**config.mk**
```make
export PLATFORM = sky130hd
export DESIGN_NAME = px_word_packer
export DESIGN_NICKNAME = d
export VERILOG_FILES = /design/src/rtl/px_word_packer.sv
export SDC_FILE = /design/constraint.sdc
export NUM_CORES = 1
export LEC_CHECK = 0
export CAP_MARGIN = 20
export CELL_PAD_IN_SITES_DETAIL_PLACEMENT = 0
export CELL_PAD_IN_SITES_GLOBAL_PLACEMENT = 1
export CORE_MARGIN = 1
export CORE_UTILIZATION = 46
export DETAILED_ROUTE_END_ITERATION = 16
export PLACE_DENSITY_LB_ADDON = 0.1
export SETUP_SLACK_MARGIN = 0.02
export SYNTH_ARGS = -nofsm -noshare
export SYNTH_HDL_FRONTEND = slang
export SYNTH_SLANG_ARGS = --single-unit
export TNS_END_PERCENT = 10
```
**constraint.sdc**
```tcl
create_clock -name clk -period 4.15 [get_ports clk]
set_input_delay 0.83 -clock clk [delete_from_list [all_inputs] [get_ports clk]]
set_output_delay 0.83 -clock clk [all_outputs]
set_load 0.05 [all_outputs]
```
**src/rtl/px_word_packer.sv**
```systemverilog
// Packs the filtered pixel stream into NPX-lane words with keep, row and frame markers.
// Optional build macro PX_PACKER_ROW_PAD_EN: every row-last pixel closes its word.
module px_word_packer #(
    parameter int unsigned PB  = 8,
    parameter int unsigned NPX = 4,
    parameter int unsigned YB  = 10
) (
    input  logic              clk,
    input  logic              rst_n,
    output logic              px_in_ready,
    input  logic              px_in_valid,
    input  logic              px_in_last_x,
    input  logic              px_in_last_y,
    input  logic [PB-1:0]     px_in_data,
    input  logic              word_out_ready,
    output logic              word_out_valid,
    output logic [NPX*PB-1:0] word_out_data,
    output logic [NPX-1:0]    word_out_keep,
    output logic              word_out_eol,
    output logic              word_out_eof,
    output logic [YB-1:0]     rows_done,
    output logic              done
);

    localparam int unsigned   LW       = $clog2(NPX);
    localparam logic [LW-1:0] LastLane = LW'(NPX - 1);

    typedef enum logic {StRun, StDone} state_e;

    state_e              state_q, state_d;
    logic [LW-1:0]       lane_q, lane_d;
    logic [NPX*PB-1:0]   asm_data_q, asm_data_d;
    logic [NPX-1:0]      asm_keep_q, asm_keep_d;
    logic                asm_eol_q, asm_eol_d;
    logic                out_valid_q, out_valid_d;
    logic [NPX*PB-1:0]   out_data_q, out_data_d;
    logic [NPX-1:0]      out_keep_q, out_keep_d;
    logic                out_eol_q, out_eol_d;
    logic                out_eof_q, out_eof_d;
    logic [YB-1:0]       rows_q, rows_d;

    logic                in_hs, out_hs, row_flush, word_end, complete;
    logic [NPX*PB-1:0]   data_merged;
    logic [NPX-1:0]      keep_merged;

    assign in_hs  = px_in_valid & px_in_ready;
    assign out_hs = out_valid_q & word_out_ready;

`ifdef PX_PACKER_ROW_PAD_EN
    assign row_flush = px_in_last_x;
`else
    assign row_flush = 1'b0;
`endif

    assign word_end = (lane_q == LastLane) | row_flush | (px_in_last_x & px_in_last_y);
    assign complete = in_hs & word_end;

    // Assembly contents including the pixel currently on the input.
    always_comb begin
        data_merged = asm_data_q;
        keep_merged = asm_keep_q;
        for (int i = 0; i < NPX; i++) begin
            if (lane_q == LW'(i)) begin
                data_merged[i*PB +: PB] = px_in_data;
                keep_merged[i]          = 1'b1;
            end
        end
    end

    always_comb begin
        asm_data_d  = asm_data_q;
        asm_keep_d  = asm_keep_q;
        asm_eol_d   = asm_eol_q;
        lane_d      = lane_q;
        out_valid_d = out_valid_q;
        out_data_d  = out_data_q;
        out_keep_d  = out_keep_q;
        out_eol_d   = out_eol_q;
        out_eof_d   = out_eof_q;
        rows_d      = rows_q;
        state_d     = state_q;

        if (in_hs) begin
            if (complete) begin
                asm_data_d = '0;
                asm_keep_d = '0;
                asm_eol_d  = 1'b0;
                lane_d     = '0;
            end else begin
                asm_data_d = data_merged;
                asm_keep_d = keep_merged;
                asm_eol_d  = asm_eol_q | px_in_last_x;
                lane_d     = lane_q + LW'(1);
            end
        end

        // A reload on the same edge as a handshake keeps valid high.
        if (complete) begin
            out_valid_d = 1'b1;
            out_data_d  = data_merged;
            out_keep_d  = keep_merged;
            out_eol_d   = asm_eol_q | px_in_last_x;
            out_eof_d   = px_in_last_x & px_in_last_y;
        end else if (out_hs) begin
            out_valid_d = 1'b0;
        end

        if (out_hs && out_eol_q) begin
            rows_d = rows_q + YB'(1);
        end

        if (state_q == StRun && out_hs && out_eof_q) begin
            state_d = StDone;
        end
    end

    always_ff @(posedge clk or negedge rst_n) begin
        if (!rst_n) begin
            state_q     <= StRun;
            lane_q      <= '0;
            asm_data_q  <= '0;
            asm_keep_q  <= '0;
            asm_eol_q   <= 1'b0;
            out_valid_q <= 1'b0;
            out_data_q  <= '0;
            out_keep_q  <= '0;
            out_eol_q   <= 1'b0;
            out_eof_q   <= 1'b0;
            rows_q      <= '0;
        end else begin
            state_q     <= state_d;
            lane_q      <= lane_d;
            asm_data_q  <= asm_data_d;
            asm_keep_q  <= asm_keep_d;
            asm_eol_q   <= asm_eol_d;
            out_valid_q <= out_valid_d;
            out_data_q  <= out_data_d;
            out_keep_q  <= out_keep_d;
            out_eol_q   <= out_eol_d;
            out_eof_q   <= out_eof_d;
            rows_q      <= rows_d;
        end
    end

    assign px_in_ready    = (state_q == StRun) & (~out_valid_q | word_out_ready);
    assign word_out_valid = out_valid_q;
    assign word_out_data  = out_data_q;
    assign word_out_keep  = out_keep_q;
    assign word_out_eol   = out_eol_q;
    assign word_out_eof   = out_eof_q;
    assign rows_done      = rows_q;
    assign done           = (state_q == StDone);

endmodule

```
======== Word-level counts from Yosys, hierarchy flattened ========
Index checks and enable logic that the tools add are counted.
cells by class
  bitwise gates (word level) .............. 10
  add/subtract/negate cells ............... 2
  eq/ne operators ......................... 3
  reductions and logical operators ........ 5
  muxes and demuxes ....................... 14
operator list
  kind                     count
  $mux W32                 1
  $mux W8                  4
  $add A10 B1 Y10 const B  1
  $mux W1                  7
  $and A1 B1 Y1            5
  $eq A2 B2 Y1 const B     2
  $mux W4                  1
  $logic_and A1 B1 Y1      3
  $or A1 B1 Y1             3
  $add A2 B1 Y2 const B    1
  $eq A2 B1 Y1 const B     1
  $logic_not A2 Y1         1
  $mux W2                  1
  $not A1 Y1               2
  $reduce_bool A2 Y1       1
storage, ports and cells
  bits in registers ....................... 89
  logic and storage cells ................. 45
  output and inout port bits .............. 51

======== Depth between registers and ports, before layout ========
Gate-level depths: netlist (run 1).
  depth after elaboration ................. 6
  depth in mapped cells ................... 6

======== Least setup slack after synthesis (run 1) ========
No wires, ideal clock.
  path kind ............................... input to output
  from .................................... input word_out_ready
  to ...................................... output px_in_ready
  stages on the path ...................... 5
  data arrival time ....................... 2.094 ns
  required time ........................... 3.320 ns
  path slack .............................. 1.226 ns
  cell sequence ........................... nand2b_1 -> buf_4 -> buf_6 -> buf_2 -> nor2b_1
between the ends
  cells in the longest elaborated chain, start to end .. 2
RTL lines
  element             RTL line  RTL
  start: declaration  15        input logic word_out_ready,
  $or A1 B1 Y1        145       assign px_in_ready = (state_q == StRun) & (~out_valid_q | word_out_ready);
  $and A1 B1 Y1       145
  end: declaration    10        output logic px_in_ready,
No other way between the ends.

======== Worst setup path in the final report (run 1) ========
Ends and elaborated chain as after synthesis.

==> key figures, run 1 <==
CTS
  – Clock transition at the registers of the reported paths: 0.08 ns
  – Maximum buffer depth of the clock tree: 2
  – CTS tree: yes
  – CTS Buf Count: 9
  – Number of sinks handled by clock tree synthesis: 89
  – Quantity of gates resized following cts: 0
  – Postcts setup bufs: 0
  – Htree depth: 3
  – CTS Root Cell: clkbuf_8
  – Worst-skew pair later-pin latency: 0.35 ns
  – CTS hold repair buffers: 0

Die
  – Die span in y: 95.8 um
  – Initial cell density of the core: 48.3%
  – Core Area: 0.00838 sq mm
  – Count of standard-cell rows: 33
  – Die Wd: 95.8 um
  – Die area: 0.00917 sq mm
  – Boundary Pins: 65

Pwr
  – Overall power after layout: 4140 uW
  – Worst vdd ir: 0.403 mV
  – NetSw: 1890 uW
  – Sequential fraction of design power: 34.2%
  – Sw Share: 45.7%
  – Combinational cell fraction of total power: 51.2%
  – Clock group share of total power: 14.6%
  – Leakage power summed over all cells: 0.00205 uW
  – Internal power summed over all cells: 2250 uW
  – Cell area power density: 853 mW/mm^2

Routing
  – Average wire per standard cell: 18.7 um
  – Iteration-0 DRC count of the detailed router: 152
  – Total wire length after detailed routing: 9070 um
  – Count of nets left with antenna violations after detail routing: 0
  – DR DRC count: 0
  – Number of iterations in the first detailed-routing pass: 4
  – Overall via count from detail_route: 2,852
  – Vias per cell: 5.87

Finish
  – Fraction of final layout cells sized beyond drive strength 1: 17.6%
  – Count of inserted antenna diode cells: 0
  – Filler cell count: 749
  – Count of nets after finishing: 395
  – Multi-input logic area: 0.00163 sq mm
  – Sequential cell area: 0.00223 sq mm
  – Layout area overhead: 20.1%

Outcome
  – Outcome: complete, no violations

Yosys
  – Post-synthesis instance area: 0.00405 sq mm
  – Synthesized area per cell: 12.4 sq um
  – Syn Nets: 345
  – Library cells used by synthesis: 33
  – Number of instances in the synthesized netlist: 326
  – Share of the yosys chip area belonging to registers: 55.1%
  – Register bit count reported by yosys: 89
  – Count of synthesis-stage warnings from yosys: 0

STA
  – Setup Total Neg Slack: 0 ns
  – Setup-failing EPs final: 0
  – Maximum clock rate: 0.314 GHz
  – Setup repair after global routing missed its margin: no
  – Headroom to the max-slew limit: 49.3%
  – Count of final max-slew check failures: 0
  – Post-route clock skew: 0.0109 ns
  – Hold violation total from the final report: 0
  – Worst-Margin Slew: 0.760 ns
  – Final period demand of the worst path: 3.18 ns
  – Period Utilization, post-route: 76.6%

Global routing
  – GRT Resource Usage Total: 21.9%
  – Wire length of the first global-routing pass: 15,000 um
  – Vias in the first global route: 2,844
  – Maximum number of pins on one net before global-route repair: 59
  – Number of antenna violations at the first check in global routing: 0
  – GRT overflow: 0

Setup path
  – Kind of launch point of the worst setup path: input port
  – Crit path cell chain: clkdlybuf4s50_1 -> nand2b_2 -> nor2b_1 -> buf_4
  – Library cell contributing the largest single delay on the critical path: nand2b_2
  – Largest stage delay, worst path: 0.55 ns
  – Kind of end point of the critical path: output pin
  – Worst Path Required: 3.32 ns
  – Worst setup path category: input port to output pin
  – Arrival @ worst endpoint: 2.35 ns
  – Max FO, Critical Path: 30

Hold path
  – Hold/Removal Path Class: flip-flop to flip-flop

Flow run
  – Max cap viols: 0

Placement
  – Final Wtd Congestion: 0.715
  – IO Port Bufs: 64
  – Total half-perimeter wirelength after legalization and detailed placement: 5770 um
kinds of logic after synthesis:
logic type               after synthesis  share of synthesized area (%)
AO/OA/AOI/OAI                        111                           21.7
flip-flops                            89                           55.1
adder cells (fa/ha/maj)                5                           1.55
AND/OR/NAND/NOR                       48                           6.65
multiplexers                          33                           8.20
XOR/XNOR                               9                           1.95
buffers and inverters                 31                           4.95
cell usage in the layout (no fill, tap or decap), types with 2 or more instances in the layout:
cell type | netlist | routed
a21oi_1 | 2 | 2
a21oi_2 | 36 | 36
a22o_1 | 24 | 24
a31oi_1 | 40 | 40
and2_1 | 10 | 10
and4_1 | 3 | 3
buf_4 | 2 | 5
clkbuf_8 | 0 | 10
clkdlybuf4s50_1 | 0 | 62
clkinv_2 | 0 | 2
clkinv_4 | 0 | 2
dfrtp_1 | 89 | 89
ha_1 | 5 | 5
inv_1 | 3 | 3
mux2i_1 | 32 | 32
nand2_1 | 5 | 5
nand3_1 | 4 | 4
nand4_1 | 4 | 4
nor2_1 | 11 | 11
nor3_1 | 4 | 4
nor4_1 | 2 | 2
o211ai_2 | 3 | 3
o21ai_1 | 2 | 2
xnor2_1 | 3 | 3
xor2_1 | 6 | 6
registers in the layout (all words and copies together), names as in the netlist:
register        cells
asm_data_q         32
word_out_data      32
rows_done          10
asm_keep_q          4
word_out_keep       4
lane_q              2
asm_eol_q           1
done                1
word_out_eof        1
word_out_eol        1
word_out_valid      1
cell type report:
class	instances	area share, %
inverter	3	0.232
clock buffer	10	2.83
clock inverter	6	1.37
multi-input combinational	206	33.5
sequential	89	45.9
timing repair buffer	67	13.5
tap	105	2.70
cell usage after synthesis:
library cell / n / area, sq um
a21o_4: 1 / 15.0
a21oi_1: 2 / 10.0
a21oi_2: 36 / 315
a221oi_1: 1 / 8.76
a22o_1: 24 / 210
a31o_2: 1 / 8.76
a31oi_1: 40 / 250
a32o_1: 1 / 10.0
and2_1: 10 / 62.6
and3_4: 1 / 11.3
and4_1: 3 / 26.3
buf_2: 19 / 95.1
buf_4: 2 / 15.0
buf_6: 7 / 78.8
dfrtp_1: 89 / 2230
ha_1: 5 / 62.6
inv_1: 3 / 11.3
mux2_2: 1 / 11.3
mux2i_1: 32 / 320
nand2_1: 5 / 18.8
nand2b_1: 1 / 6.26
nand3_1: 4 / 20.0
nand3_2: 1 / 10.0
nand4_1: 4 / 25.0
nor2_1: 11 / 41.3
nor2b_1: 1 / 6.26
nor2b_2: 1 / 8.76
nor3_1: 4 / 20.0
nor4_1: 2 / 12.5
o211ai_2: 3 / 37.5
o21ai_1: 2 / 10.0
xnor2_1: 3 / 26.3
xor2_1: 6 / 52.6
final timing paths:
| path | start | endpoint | slack [ns] | cells after the start |
|---|---|---|---|---|
| setup / recovery | word_out_ready | px_in_ready | 0.97 | 4 |
| hold / removal | rows_done[9]$_DFFE_PN0P_ | rows_done[9]$_DFFE_PN0P_ | 0.46 | 1 |
| setup reg to reg | lane_q[1]$_DFFE_PN0P_ | asm_keep_q[0]$_DFFE_PN0P_ | 1.71 | 4 |
| hold reg to reg | rows_done[9]$_DFFE_PN0P_ | rows_done[9]$_DFFE_PN0P_ | 0.46 | 1 |
| max in group asynchronous | rst_n | rows_done[7]$_DFFE_PN0P_ | 2.71 | 2 |
| min in group asynchronous | rst_n | rows_done[4]$_DFFE_PN0P_ | 0.53 | 1 |
power groups by stage:
| stage | registers (uW) | clock network, uW | logic (uW) |
|---|---|---|---|
| floorplan | 2110 | 0 | 824 |
| global placement | 1420 | 0 | 2110 |
| detailed placement | 1430 | 0 | 2130 |
| CTS | 1420 | 621 | 2140 |
| global route | 1460 | 657 | 2260 |
| finish | 1420 | 605 | 2120 |
metal layers:
| metal | part of all wire, % | GRT usage (%) | up-vias |
|---|---|---|---|
| met5 | 0 | 0 | - |
| li1 | - | - | 1315 |
| met4 | 1.4 | 7.59 | 0 |
| met3 | 3.7 | 3.00 | 13 |
| met2 | 48 | 35.2 | 78 |
| met1 | 47 | 30.4 | 1446 |
worst max-delay path: cells and delay by family:
kind | cells | cell delay, ns
buffers and inverters | 2 | 0.74
AND/OR/NAND/NOR | 2 | 0.77
stage by stage:
| step | utilization [%] | worst slack, ns | hold slack [ns] | instance area (sq um) | cells |
|---|---|---|---|---|---|
| 6_report | 57.9 | 0.970 | 0.464 | 4860 | 486 |
| 5_1_grt | 57.9 | 0.882 | 0.504 | 4860 | 486 |
| 4_1_cts | 57.9 | 0.957 | 0.473 | 4860 | 486 |
| 3_5_place_dp | 55.5 | 0.963 | 0.462 | 4650 | 470 |
| 3_3_place_gp | 55.5 | 1.02 | 0.457 | 4650 | 470 |
| 2_1_floorplan | - | 1.23 | 0.453 | 4050 | 326 |
(Power assumes the default switching activity.)
==> run 2: changes to the inputs <==
- CORE_UTILIZATION: 46 -> 39
- clock period: 4.15 -> 2.7 ns (I/O delays scaled with it)
==> key figures, run 2 (synthesized netlist as in run 1, its figures left out) <==
Die
  – Count of standard-cell rows: 36 (+9.1%)
  – Core Area: 0.00991 sq mm (+18%)
  – Die span in y: 104 um (+8.4%)
  – Initial cell density of the core: 40.8% (-7.4 points)
  – Boundary Pins: 65 (unchanged)
  – Die area: 0.0108 sq mm (+18%)
  – Die Wd: 104 um (+8.4%)

Setup path
  – Kind of end point of the critical path: output pin
  – Arrival @ worst endpoint: 1.80 ns (-0.55 ns)
  – Max FO, Critical Path: 11 (-63%)
  – Worst Path Required: 2.16 ns (-1.16 ns)
  – Crit path cell chain: clkdlybuf4s50_1 -> nand2b_2 -> nor2b_1 -> buf_12
  – Cell family with the largest share of critical-path delay: buffers and inverters
  – Kind of launch point of the worst setup path: input port
  – Library cell contributing the largest single delay on the critical path: clkdlybuf4s50_1
  – Largest stage delay, worst path: 0.53 ns (-0.02 ns)
  – Worst setup path category: input port to output pin
  – CP bufs+invs: 2 (unchanged)

Routing
  – DR DRC count: 0 (unchanged)
  – Number of iterations in the first detailed-routing pass: 4 (unchanged)
  – Average wire per standard cell: 18.2 um (-2.7%)
  – Vias per cell: 5.42 (-7.6%)
  – Count of nets left with antenna violations after detail routing: 0 (unchanged)
  – Overall via count from detail_route: 2,853 (+0.035%)
  – Iteration-0 DRC count of the detailed router: 176 (+16%)
  – Total wire length after detailed routing: 9550 um (+5.3%)

Placement
  – Number of placed instances with taps included: 511 (+8.7%)
  – Total half-perimeter wirelength after legalization and detailed placement: 6310 um (+9.3%)
  – Placed cell areas: 0.00482 sq mm (+3.7%)
  – IO Port Bufs: 64 (unchanged)
  – Final Wtd Congestion: 0.747 (+4.5%)

STA
  – Worst-Margin Slew: 0.636 ns (-0.124 ns)
  – Post-route clock skew: 0.0111 ns (+0.000202 ns)
  – Maximum clock rate: 0.427 GHz
  – Final period demand of the worst path: 2.34 ns
  – Headroom to the max-slew limit: 57.6% (+8.3 points)
  – Period Utilization, post-route: 86.7%
  – Setup Total Neg Slack: 0 ns (unchanged)
  – Setup repair after global routing missed its margin: no
  – Worst hold-check slack: 0.195 ns (-0.269 ns)
  – Hold violation total from the final report: 0 (unchanged)
  – Count of final max-slew check failures: 0 (unchanged)
  – Setup-failing EPs final: 0 (unchanged)

Finish
  – Multi-input logic area: 0.00163 sq mm (unchanged)
  – Filler cell count: 907 (+21%)
  – Highest-count cells in the layout ignoring fill and taps: 89 x dfrtp_1, 62 x clkdlybuf4s50_1, 40 x a31oi_1
  – Leading cell type in the layout, fill and taps excluded: dfrtp_1
  – Count of inserted antenna diode cells: 0 (unchanged)
  – Layout area overhead: 25.6%
  – Sequential cell area: 0.00223 sq mm (unchanged)
  – Final instance area: 0.00508 sq mm (+4.6%)
  – Count of nets after finishing: 408 (+3.3%)
  – Fraction of final layout cells sized beyond drive strength 1: 19.8% (+2.3 points)
  – Layout Cells excl Fill: 526 (+8.2%)

Global routing
  – GRT overflow: 0 (unchanged)
  – Vias in the first global route: 2,784 (-2.1%)
  – Wire length of the first global-routing pass: 15,500 um (+3.7%)
  – Maximum number of pins on one net before global-route repair: 49 (-17%)
  – Number of antenna violations at the first check in global routing: 0 (unchanged)
  – GRT Resource Usage Total: 18.4% (-3.5 points)

CTS
  – CTS hold repair buffers: 0 (unchanged)
  – CTS Root Cell: clkbuf_8
  – Htree depth: 3 (unchanged)
  – CTS tree: yes
  – Clock transition at the registers of the reported paths: 0.09 ns (about the same)
  – Number of sinks handled by clock tree synthesis: 89 (unchanged)
  – Postcts setup bufs: 0 (unchanged)
  – CTS Buf Count: 9 (unchanged)
  – Worst-skew pair later-pin latency: 0.35 ns (about the same)
  – Quantity of gates resized following cts: 0 (unchanged)
  – Maximum buffer depth of the clock tree: 2 (unchanged)

Pwr
  – Sequential fraction of design power: 32.4% (-1.8 points)
  – Cell area power density: 1320 mW/mm^2 (+54%)
  – Sw Share: 43.6% (-2.1 points)
  – NetSw: 2910 uW (+54%)
  – Clock group share of total power: 17.5% (+2.9 points)
  – Leakage power summed over all cells: 0.00214 uW (+4.6%)
  – Worst vdd ir: 0.668 mV (+66%)
  – Internal power summed over all cells: 3770 uW (+67%)
  – Overall power after layout: 6680 uW (+61%)
  – Combinational cell fraction of total power: 50.1% (-1.1 points)

Flow run
  – Max cap viols: 0 (unchanged)

Hold path
  – Hold/Removal Path Class: input port to async pin

Outcome
  – Outcome: complete, no violations
run 2: path summary, 6_finish.rpt:
path / from / to / slack (ns) / depth (start not counted)
max reg2reg: lane_q[0]$_DFFE_PN0P_ / asm_data_q[10]$_DFFE_PN0P_ / 0.73 / 5
min reg2reg: rows_done[9]$_DFFE_PN0P_ / rows_done[9]$_DFFE_PN0P_ / 0.47 / 1
min: rst_n / rows_done[3]$_DFFE_PN0P_ / 0.19 / 1
max: word_out_ready / px_in_ready / 0.36 / 4
min in group clk: rows_done[9]$_DFFE_PN0P_ / rows_done[9]$_DFFE_PN0P_ / 0.47 / 1
max in group asynchronous: rst_n / word_out_data[20]$_DFFE_PN0P_ / 1.83 / 2
run 2: cell type report:
class / instances / area share [%]
repair buffers: 80 / 15.6
well taps: 133 / 3.28
clock inverters: 5 / 2.54
inverters: 3 / 0.222
clock buffers: 10 / 2.51
multi-input cells: 206 / 32.0
flip-flops and latches: 89 / 43.8
run 2: layer usage:
metal	GRT usage (%)	share of wire (%)	up-vias	wire, um
li1	-	-	1335	-
met2	28.0	47	67	4520
met1	26.8	48	1440	4570
met3	2.77	3.7	11	349
met4	5.92	1.2	0	112
met5	0	0	-	0
run 2: metrics by stage:
stage	util, %	setup WS [ns]
finish	51.3	0.358
global route	51.3	0.295
CTS	51.3	0.352
detailed placement	48.7	0.276
global placement	48.7	0.335
floorplan	-	0.250
run 2: power groups by stage:
| stage | clock (uW) | combinational, uW | sequential, uW |
|---|---|---|---|
| after floorplan | 0 | 1270 | 3250 |
| after global placement | 0 | 3340 | 2190 |
| after detailed placement | 0 | 3360 | 2190 |
| after CTS | 1200 | 3370 | 2170 |
| after global routing | 1260 | 3540 | 2220 |
| final | 1170 | 3350 | 2160 |
==> run 3: changes to the inputs <==
- CORE_MARGIN: 1 -> not set
- CORE_UTILIZATION: 39 -> 43
- clock period: 2.7 -> 2.5 ns (I/O delays scaled with it)
==> key figures, run 3 (synthesized netlist as in run 1, its figures left out) <==
Finish
  – Multi-input logic area: 0.00163 sq mm (unchanged)
  – Highest-count cells in the layout ignoring fill and taps: 89 x dfrtp_1, 62 x clkdlybuf4s50_1, 40 x a31oi_1
  – Sequential cell area: 0.00223 sq mm (unchanged)
  – Layout area overhead: 24.5%
  – Fraction of final layout cells sized beyond drive strength 1: 20.3% (+0.46 points)
  – Leading cell type in the layout, fill and taps excluded: dfrtp_1
  – Filler cell count: 817 (-9.9%)
  – Count of nets after finishing: 408 (unchanged)
  – Count of inserted antenna diode cells: 0 (unchanged)
  – Final instance area: 0.00504 sq mm (-0.84%)

Routing
  – DR DRC count: 0 (unchanged)
  – Number of iterations in the first detailed-routing pass: 4 (unchanged)
  – Overall via count from detail_route: 2,881 (+0.98%)
  – Count of nets left with antenna violations after detail routing: 0 (unchanged)
  – Average wire per standard cell: 18.4 um (+1.5%)
  – Iteration-0 DRC count of the detailed router: 131 (-26%)
  – Total wire length after detailed routing: 9300 um (-2.6%)
  – Vias per cell: 5.70 (+5.2%)

Die
  – Initial cell density of the core: 44.0% (+3.2 points)
  – Count of standard-cell rows: 35 (-2.8%)
  – Boundary Pins: 65 (unchanged)
  – Die span in y: 99.0 um (-4.7%)
  – Core Area: 0.00920 sq mm (-7.2%)
  – Die area: 0.00980 sq mm (-9.1%)
  – Die Wd: 99.0 um (-4.7%)

Setup path
  – Max FO, Critical Path: 5 (-6)
  – Startpoint of the worst register-to-register path: lane_q[0]$_DFFE_PN0P_
  – Number of cells traversed by the worst register-to-register path: 4 (-1)
  – Cell family with the largest share of critical-path delay: buffers and inverters
  – Worst setup path category: flip-flop to output pin
  – CP bufs+invs: 1 (-1)
  – Kind of end point of the critical path: output pin
  – Largest stage delay, worst path: 0.84 ns (+0.31 ns)
  – Kind of launch point of the worst setup path: flip-flop
  – Library cell contributing the largest single delay on the critical path: clkdlybuf4s50_1
  – Arrival @ worst endpoint: 1.64 ns (-0.16 ns)
  – Worst Path Required: 2.00 ns (-0.16 ns)
  – Crit path cell chain: clkdlybuf4s50_1
  – Reg-to-Reg End: asm_data_q[19]$_DFFE_PN0P_
  – R2r setup slk: 0.76 ns (+0.03 ns)

Outcome
  – Outcome: complete, no violations

Placement
  – Final Wtd Congestion: 0.722 (-3.4%)
  – Placed cell areas: 0.00481 sq mm (-0.31%)
  – IO Port Bufs: 64 (unchanged)
  – Total half-perimeter wirelength after legalization and detailed placement: 6220 um (-1.4%)

CTS
  – CTS Buf Count: 9 (unchanged)
  – Worst-skew pair later-pin latency: 0.35 ns (about the same)
  – Postcts setup bufs: 0 (unchanged)
  – Number of sinks handled by clock tree synthesis: 89 (unchanged)
  – Quantity of gates resized following cts: 0 (unchanged)
  – CTS hold repair buffers: 0 (unchanged)
  – Maximum buffer depth of the clock tree: 2 (unchanged)
  – CTS Root Cell: clkbuf_8
  – Clock transition at the registers of the reported paths: 0.08 ns (about the same)
  – Htree depth: 3 (unchanged)
  – CTS tree: yes

STA
  – Period Utilization, post-route: 85.6%
  – Post-route clock skew: 0.00614 ns (-0.00495 ns)
  – Setup Total Neg Slack: 0 ns (unchanged)
  – Headroom to the max-slew limit: 65.3% (+7.7 points)
  – Hold violation total from the final report: 0 (unchanged)
  – Count of final max-slew check failures: 0 (unchanged)
  – Maximum clock rate: 0.468 GHz
  – Setup repair after global routing missed its margin: no
  – Final period demand of the worst path: 2.14 ns
  – Worst-Margin Slew: 0.519 ns (-0.117 ns)
  – Setup-failing EPs final: 0 (unchanged)

Pwr
  – Sequential fraction of design power: 33.1% (+0.7 points)
  – Internal power summed over all cells: 3930 uW (+4.3%)
  – Cell area power density: 1400 mW/mm^2 (+6.8%)
  – Overall power after layout: 7080 uW (+5.9%)
  – Combinational cell fraction of total power: 51.2% (+1.1 points)
  – Leakage power summed over all cells: 0.00214 uW (-0.20%)
  – Clock group share of total power: 15.8% (-1.7 points)
  – Sw Share: 44.4% (+0.85 points)
  – NetSw: 3140 uW (+8.0%)
  – Worst vdd ir: 0.543 mV (-19%)

Flow run
  – Max cap viols: 0 (unchanged)

Global routing
  – Vias in the first global route: 2,909 (+4.5%)
  – GRT Resource Usage Total: 20.7% (+2.3 points)
  – Wire length of the first global-routing pass: 15,500 um (-0.31%)
  – GRT overflow: 0 (unchanged)
  – Maximum number of pins on one net before global-route repair: 39 (-20%)
  – Number of antenna violations at the first check in global routing: 0 (unchanged)

Hold path
  – Hold/Removal Path Class: input port to async pin
==> run 3: changes by cell type in the layout (fill, tap and decap cells not counted), sizes merged <==
cell	before	now
bufinv	4	2
clkbuf	10	11
clkinv	1	2
clkinvlp	0	1
==> run 3: cell type report <==
class | instances | share of cell area [%]
flip-flops and latches | 89 | 44.2
multi-input cells | 206 | 32.3
inverters | 3 | 0.224
clock inverters | 5 | 1.54
repair buffers | 80 | 16.0
clock buffers | 11 | 3.01
well taps | 111 | 2.76
==> run 3: power groups by stage <==
stage | clock [uW] | sequential (uW) | combinational [uW]
3_3_place_gp | 0 | 2360 | 3620
5_1_grt | 1210 | 2420 | 3840
4_1_cts | 1140 | 2350 | 3650
6_report | 1110 | 2340 | 3620
2_1_floorplan | 0 | 3510 | 1370
3_5_place_dp | 0 | 2370 | 3640
==> run 3: layer usage <==
metal | up-vias | wire length [um] | GRT usage (%)
met3 | 17 | 258 | 3.12
met1 | 1465 | 4600 | 29.5
met5 | - | 0 | 0
met4 | 0 | 225 | 9.41
met2 | 57 | 4220 | 31.4
li1 | 1342 | - | -
==> run 3: stage by stage <==
stage	utilization, %	hold slack, ns	instances	worst slack, ns
after floorplan	-	0.204	326	0.0901
after global placement	52.3	0.458	489	0.312
after detailed placement	52.3	0.462	489	0.288
final	54.8	0.0956	505	0.361
after global routing	54.8	0.134	505	0.297
after CTS	54.8	0.108	505	0.338
==> run 3: worst max path at each step <==
stage,startpoint,end,slack [ns],cells after the start
after global placement,word_out_ready,word_out_data[4]$_DFFE_PN0P_,0.31,6
after global routing,word_out_valid$_DFFE_PN0P_,word_out_valid,0.30,1
after detailed placement,word_out_ready,word_out_data[3]$_DFFE_PN0P_,0.29,6
final,rows_done[0]$_DFFE_PN0P_,rows_done[0],0.36,1
after CTS,rows_done[0]$_DFFE_PN0P_,rows_done[0],0.34,1
after floorplan,word_out_valid$_DFFE_PN0P_,px_in_ready,0.09,5
